[src/rtl/data_mem_responder_if.sv]
// Request/response bundle between the datapath and the data-memory responder.
// The datapath drives the request side; the responder returns data and status.
interface data_mem_responder_if;
    logic        memRead;
    logic        memWrite;
    logic [63:0] addr;
    logic [63:0] writeData;
    logic [63:0] readData;
    logic        stall;
    logic        done;
    logic        fault;

    modport master (
        output memRead, memWrite, addr, writeData,
        input  readData, stall, done, fault
    );

    modport slave (
        input  memRead, memWrite, addr, writeData,
        output readData, stall, done, fault
    );
endinterface

[src/rtl/data_mem_responder.sv]
// Multi-cycle ld/sd doubleword responder: stalls the pipe while an access is
// in flight, then pulses done for one cycle with registered load data.
module data_mem_responder #(
    parameter int ADDR_WIDTH = 8,
    parameter int LATENCY    = 2
) (
    input logic                  clk,
    input logic                  reset_n,
    data_mem_responder_if.slave  bus
);

    localparam int CW    = (LATENCY > 1) ? $clog2(LATENCY) : 1;
    localparam int DEPTH = 2 ** ADDR_WIDTH;
    localparam int BW    = ADDR_WIDTH - 3;

    typedef enum logic [1:0] {
        IDLE = 2'd0,
        BUSY = 2'd1,
        RESP = 2'd2
    } state_e;

    state_e state_q, state_d;

    logic [CW-1:0] cnt_q, cnt_d;
    logic          wr_q, wr_d;
    logic [BW-1:0] base_q, base_d;
    logic [63:0]   wdata_q, wdata_d;
    logic [63:0]   rdata_q, rdata_d;

    logic [7:0]    mem [DEPTH];
    logic [63:0]   mem_word;
    logic          mem_we;
    logic          req;
    logic          bad;
    logic          idle;

    assign req  = bus.memRead | bus.memWrite;
    assign bad  = (bus.memRead & bus.memWrite)
                | (|bus.addr[2:0])
                | (|bus.addr[63:ADDR_WIDTH]);
    assign idle = (state_q == IDLE);

    // Accesses are doubleword aligned, so only the word base is kept.
    always_comb begin
        mem_word = '0;
        for (int k = 0; k < 8; k++) begin
            mem_word[8*k +: 8] = mem[{base_q, 3'(k)}];
        end
    end

    always_comb begin
        state_d = state_q;
        cnt_d   = cnt_q;
        wr_d    = wr_q;
        base_d  = base_q;
        wdata_d = wdata_q;
        rdata_d = rdata_q;
        mem_we  = 1'b0;
        unique case (state_q)
            IDLE: begin
                if (req && !bad) begin
                    wr_d    = bus.memWrite;
                    base_d  = bus.addr[ADDR_WIDTH-1:3];
                    wdata_d = bus.writeData;
                    cnt_d   = CW'(LATENCY - 1);
                    state_d = BUSY;
                end
            end
            BUSY: begin
                if (cnt_q != '0) begin
                    cnt_d = cnt_q - CW'(1);
                end else begin
                    state_d = RESP;
                    if (wr_q) mem_we  = 1'b1;
                    else      rdata_d = mem_word;
                end
            end
            RESP: state_d = IDLE;
            default: state_d = IDLE;
        endcase
    end

    always_ff @(posedge clk or negedge reset_n) begin
        if (!reset_n) begin
            state_q <= IDLE;
            cnt_q   <= '0;
            wr_q    <= 1'b0;
            base_q  <= '0;
            wdata_q <= '0;
            rdata_q <= '0;
        end else begin
            state_q <= state_d;
            cnt_q   <= cnt_d;
            wr_q    <= wr_d;
            base_q  <= base_d;
            wdata_q <= wdata_d;
            rdata_q <= rdata_d;
        end
    end

    // Storage survives reset; an aborted store never reaches BUSY's last cycle.
    always_ff @(posedge clk) begin
        if (mem_we) begin
            for (int k = 0; k < 8; k++) begin
                mem[{base_q, 3'(k)}] <= wdata_q[8*k +: 8];
            end
        end
    end

    assign bus.readData = rdata_q;
    assign bus.done     = (state_q == RESP);
    assign bus.stall    = reset_n & ((idle & req & ~bad) | (state_q == BUSY));
    assign bus.fault    = reset_n & idle & req & bad;

endmodule
[src/flat_wrapper.sv]
// flat-port wrapper written by rule: the top's interface ports become plain ports
module data_mem_responder_flat 
#(
    parameter int ADDR_WIDTH = 8,
    parameter int LATENCY    = 2
)
  (clk, reset_n, bus_memRead, bus_memWrite, bus_addr, bus_writeData, bus_readData, bus_stall, bus_done, bus_fault);
  data_mem_responder_if bus_i ();
  input logic clk;
  input logic reset_n;
  input wire logic [$bits(bus_i.memRead)-1:0] bus_memRead;
  input wire logic [$bits(bus_i.memWrite)-1:0] bus_memWrite;
  input wire logic [$bits(bus_i.addr)-1:0] bus_addr;
  input wire logic [$bits(bus_i.writeData)-1:0] bus_writeData;
  output wire logic [$bits(bus_i.readData)-1:0] bus_readData;
  output wire logic [$bits(bus_i.stall)-1:0] bus_stall;
  output wire logic [$bits(bus_i.done)-1:0] bus_done;
  output wire logic [$bits(bus_i.fault)-1:0] bus_fault;
  assign bus_i.memRead = bus_memRead;
  assign bus_i.memWrite = bus_memWrite;
  assign bus_i.addr = bus_addr;
  assign bus_i.writeData = bus_writeData;
  assign bus_readData = bus_i.readData;
  assign bus_stall = bus_i.stall;
  assign bus_done = bus_i.done;
  assign bus_fault = bus_i.fault;
  data_mem_responder #(.ADDR_WIDTH(ADDR_WIDTH), .LATENCY(LATENCY)) u_core (.clk(clk), .reset_n(reset_n), .bus(bus_i));
endmodule
[config.mk]
export PLATFORM = sky130hd
export DESIGN_NAME = data_mem_responder_flat
export DESIGN_NICKNAME = d
export VERILOG_FILES = /design/src/rtl/data_mem_responder_if.sv /design/src/rtl/data_mem_responder.sv /design/src/flat_wrapper.sv
export SDC_FILE = /design/constraint.sdc
export NUM_CORES = 2
export LEC_CHECK = 0
export ABC_AREA = 1
export CAP_MARGIN = 20
export CORE_MARGIN = 2
export CORE_UTILIZATION = 30
export DETAILED_ROUTE_END_ITERATION = 10
export GPL_TIMING_DRIVEN = 1
export PLACE_DENSITY = 0.56
export SETUP_SLACK_MARGIN = 0.05
export SYNTH_ARGS = -nofsm -noshare
export SYNTH_HDL_FRONTEND = slang
export SYNTH_SLANG_ARGS = --single-unit
export TNS_END_PERCENT = 30
[constraint.sdc]
create_clock -name clk -period 6 [get_ports clk]
set_input_delay 1.8 -clock clk [delete_from_list [all_inputs] [get_ports clk]]
set_output_delay 1.8 -clock clk [all_outputs]
set_load 0.01 [all_outputs]
==> summary.log <==
[placement] HPWL reported at the end of detailed placement 139000 µm
[synth] EDFF count, synth 2048
[floorplan] floorplan die area 303000 µm²
[synth] Seq cells post-synth 2185
[clocking] maximum level of the CTS H-tree 4
[timing] fmax 0.172 GHz
[grt] remaining global-route overflow 0
[power] worst voltage drop across the vdd grid 0.309 mV
[timing] unrepaired setup endpoints after global routing no
[route] ratio of routed vias to standard cells 4.68
[synth] largest cells by area after synthesis sky130_fd_sc_hd__edfxtp_1 69%, sky130_fd_sc_hd__nand2_1 22%, sky130_fd_sc_hd__dfrtp_1 3.8%
[grt] met2 routing resource usage after global routing 29.3%
[flow_run] maxcap violations 0
[clocking] number of CTS-inserted buffers 223
[clocking] clock net sink count 2185
[synth] Commonest cells post-synth 5193 x sky130_fd_sc_hd__nand2_1, 2048 x sky130_fd_sc_hd__edfxtp_1, 278 x sky130_fd_sc_hd__buf_2
[clocking] Root Buffer sky130_fd_sc_hd__clkbuf_16
[worst_setup_path] register-to-register setup slack 2140 ps
[floorplan] initial core utilization 30.2%
[grt] number of antenna violations at the first check in global routing 6
[worst_hold_path] class of the tightest hold or removal check register to register
[clocking] clk_lat worst skew 880 ps
[timing] headroom to the max-slew limit 9.00%
[grt] first-pass GRT wire length 395000 µm
[power] Pleak 37.0 nW
[route] average wire per standard cell 21.4 µm
[grt] largest net degree at the start of global routing 192
[floorplan] height of the die 550 µm
[timing] Setup TNS Final 0 ps
[timing] final number of setup-violating endpoints 0
[worst_setup_path] end of the worst register-to-register path u_core.bus.readData[46]
[timing] final-report max-slew violation count 0
[timing] min cycle time layout 5810 ps
[grt] met3 capacity usage during global routing 2.49%
[worst_setup_path] startpoint type of the worst setup path input pin
[route] starting DRC count in detailed routing 6056
[power] P per Cell Area 291 nW/µm²
[timing] final clock period utilization by the worst path 96.8%
[floorplan] die extent in x 550 µm
[worst_setup_path] kind of capture point of the worst setup path output pin
[clocking] setup repair bufs after CTS 0
[grt] met1 demand-to-capacity share in global routing 23.5%
[timing] number of hold violations in the final report 0
[power] total power after layout 0.0303 W
[synth] post-synthesis instance area 89600 µm²
[clocking] CTS tree done
[synth] post-synthesis net count 8631
[layout] multi-input logic area 22400 µm²
[placement] placer's final routability congestion estimate 0.792
[worst_setup_path] worst-path fanout max 3
[grt] Top Usage Layer GRT met2
[floorplan] Core Rows 200
[route] total iterations of the first detailed-routing run 5
[layout] Filler Cells Inserted 29000
[route] Via Count 60000
[worst_hold_path] Worst Hold Depth 2
[synth] post-synthesis cell type with the largest combined area sky130_fd_sc_hd__edfxtp_1
[layout] layout cells sized above 1 6.81%
[synth] Post-Syn Instances 8499
[synth] most common cell in the synthesized netlist sky130_fd_sc_hd__nand2_1
[placement] port bufs 198
[outcome] outcome complete, no violations
[synth] mean cell area of the mapped netlist 10.5 µm²
[worst_setup_path] Data required, critical path 4200 ps
[worst_setup_path] reg2reg path depth 13
[clocking] cts hold-fix bufs 0
[synth] post-synth top area share 68.7%
[synth] sequential cell area fraction in the yosys report 72.5%
[clocking] post-CTS sizing 0
[grt] number of global-route vias before repair 57100
[route] number of nets still failing antenna checks after routing 0
[clocking] Longest Clk Path Bufs 3
[layout] Final nets 8814
[floorplan] # IOs 199
[worst_hold_path] terminating pin of the worst hold path u_core.wr_q
[clocking] clk slew on worst S/H paths 60 ps
[worst_setup_path] startpoint of the lowest-slack register-to-register path u_core.base_q[0]
[grt] total track usage 17.7%
[layout] total area of sequential cells 64900 µm²
[worst_hold_path] worst hold path startpoint u_core.wr_q
[timing] worst slew pin tran 1360 ps
[floorplan] core area 297000 µm²
[synth] Synth cell types 23
[worst_setup_path] category of the critical setup timing path input pin to output pin
[layout] synthesis-to-layout area growth 16.5%
[route] post-detailed-route DRC marker count 0
[synth] async set or reset register ratio after synthesis 6.27%
[synth] warning count from the yosys run 0
[worst_setup_path] Worst Path Arrival 4010 ps
[timing] final setup skew 63.4 ps
[route] DRT Wirelength 275000 µm
[synth] most common flop cell mapped by yosys sky130_fd_sc_hd__edfxtp_1
==> how the worst max path moves through the flow <==
stage	end	slack [ps]	cells after the start	from
final	bus_stall	190	7	bus_memWrite
after global routing	bus_stall	130	7	bus_memWrite
after CTS	bus_stall	100	7	bus_memWrite
after detailed placement	bus_stall	110	7	bus_memWrite
after global placement	bus_stall	120	7	bus_memWrite
after floorplan	bus_stall	1530	6	bus_addr[1]
==> power breakdown <==
part	internal [W]	switching, W	leakage, nW	total, W
sequential	0.0164	0	15.7	0.0164
clock	0.00777	0.00599	3.51	0.0138
combinational	0.0000827	0.0000627	17.9	0.000145
total	0.0243	0.00605	37.0	0.0303
==> registers in the layout, summed over array words and instances, names as in the netlist <==
name / count
u_core.mem: 2048
u_core.wr_q: 1
u_core.bus.readData: 64
u_core.wdata_q: 64
u_core.state_q: 2
u_core.cnt_q: 1
u_core.base_q: 5
==> metal layers <==
layer  wire, µm  part of all wire (%)
met1     116000                    42
met2     130000                    47
met3      17400                   6.3
met4      11000                   4.0
met5          0                     0
==> layout make-up <==
cell class	instances	area share, %
flip-flops and latches	2185	62.2
multi-input cells	5759	21.5
clock buffers	289	5.66
well taps	3939	4.72
repair buffers	374	4.10
clock inverters	134	1.25
inverters	139	0.532
diodes	4	0.00959
==> per-stage QoR <==
stage	utilization, %	cell area, µm²	setup slack (ps)	hold WS (ps)	std cells
after floorplan	-	89600	1530	449	8499
after global placement	32.4	96300	116	486	12400
final	35.1	104000	191	508	12800
after CTS	34.9	104000	99.6	503	12800
after global routing	35.1	104000	128	536	12800
after detailed placement	32.5	96500	114	481	12400
==> cells by family (layout without fill, tap and decap cells) <==
family          after synthesis  in the layout  share of synthesized area (%)
other cells                   0              4                              0
flops                      2185           2185                           72.5
compound gates               16             16                         0.0922
simple gates               5743           5743                           24.6
buf+inv                     555            936                           2.78
==> critical path, cell delays in order <==
cell                              delay (ps)
sky130_fd_sc_hd__clkdlybuf4s50_1         490
sky130_fd_sc_hd__nor2_1                   70
sky130_fd_sc_hd__buf_4                   200
sky130_fd_sc_hd__nor3_1                  430
sky130_fd_sc_hd__nand3_1                 130
sky130_fd_sc_hd__a21boi_0                280
sky130_fd_sc_hd__clkdlybuf4s50_1         600
==> layout by cell type, fill, tap and decap left out <==
| cell | Yosys | routed |
|---|---|---|
| sky130_fd_sc_hd__a21boi_0 | 1 | 1 |
| sky130_fd_sc_hd__a21oi_1 | 10 | 10 |
| sky130_fd_sc_hd__and3_1 | 1 | 1 |
| sky130_fd_sc_hd__buf_12 | 0 | 38 |
| sky130_fd_sc_hd__buf_16 | 0 | 24 |
| sky130_fd_sc_hd__buf_4 | 14 | 112 |
| sky130_fd_sc_hd__buf_8 | 0 | 3 |
| sky130_fd_sc_hd__bufinv_16 | 0 | 19 |
| sky130_fd_sc_hd__clkbuf_1 | 103 | 59 |
| sky130_fd_sc_hd__clkbuf_16 | 0 | 224 |
| sky130_fd_sc_hd__clkbuf_8 | 0 | 6 |
| sky130_fd_sc_hd__clkdlybuf4s50_1 | 0 | 197 |
| sky130_fd_sc_hd__clkinv_1 | 0 | 45 |
| sky130_fd_sc_hd__clkinv_16 | 0 | 4 |
| sky130_fd_sc_hd__clkinv_2 | 0 | 47 |
| sky130_fd_sc_hd__clkinv_4 | 0 | 2 |
| sky130_fd_sc_hd__clkinv_8 | 0 | 5 |
| sky130_fd_sc_hd__clkinvlp_4 | 0 | 8 |
| sky130_fd_sc_hd__dfrtp_1 | 137 | 135 |
| sky130_fd_sc_hd__dfrtp_4 | 0 | 2 |
| sky130_fd_sc_hd__diode_2 | 0 | 4 |
| sky130_fd_sc_hd__edfxtp_1 | 2048 | 2048 |
| sky130_fd_sc_hd__inv_1 | 137 | 134 |
| sky130_fd_sc_hd__inv_16 | 0 | 2 |
| sky130_fd_sc_hd__inv_4 | 1 | 2 |
| sky130_fd_sc_hd__inv_6 | 0 | 4 |
| sky130_fd_sc_hd__inv_8 | 0 | 1 |
| sky130_fd_sc_hd__nand2_1 | 5193 | 5192 |
| sky130_fd_sc_hd__nand2_4 | 0 | 1 |
| sky130_fd_sc_hd__nand3_1 | 265 | 265 |
| sky130_fd_sc_hd__nand4_1 | 1 | 1 |
| sky130_fd_sc_hd__nor2_1 | 213 | 179 |
| sky130_fd_sc_hd__nor2_4 | 1 | 35 |
| sky130_fd_sc_hd__nor3_1 | 9 | 2 |
| sky130_fd_sc_hd__nor3_2 | 0 | 7 |
| sky130_fd_sc_hd__o21ai_0 | 1 | 1 |
| sky130_fd_sc_hd__o21ai_1 | 4 | 4 |
| sky130_fd_sc_hd__or2_1 | 1 | 1 |
| sky130_fd_sc_hd__or2_2 | 59 | 59 |
Note: power is estimated with default switching activity, not from simulation.
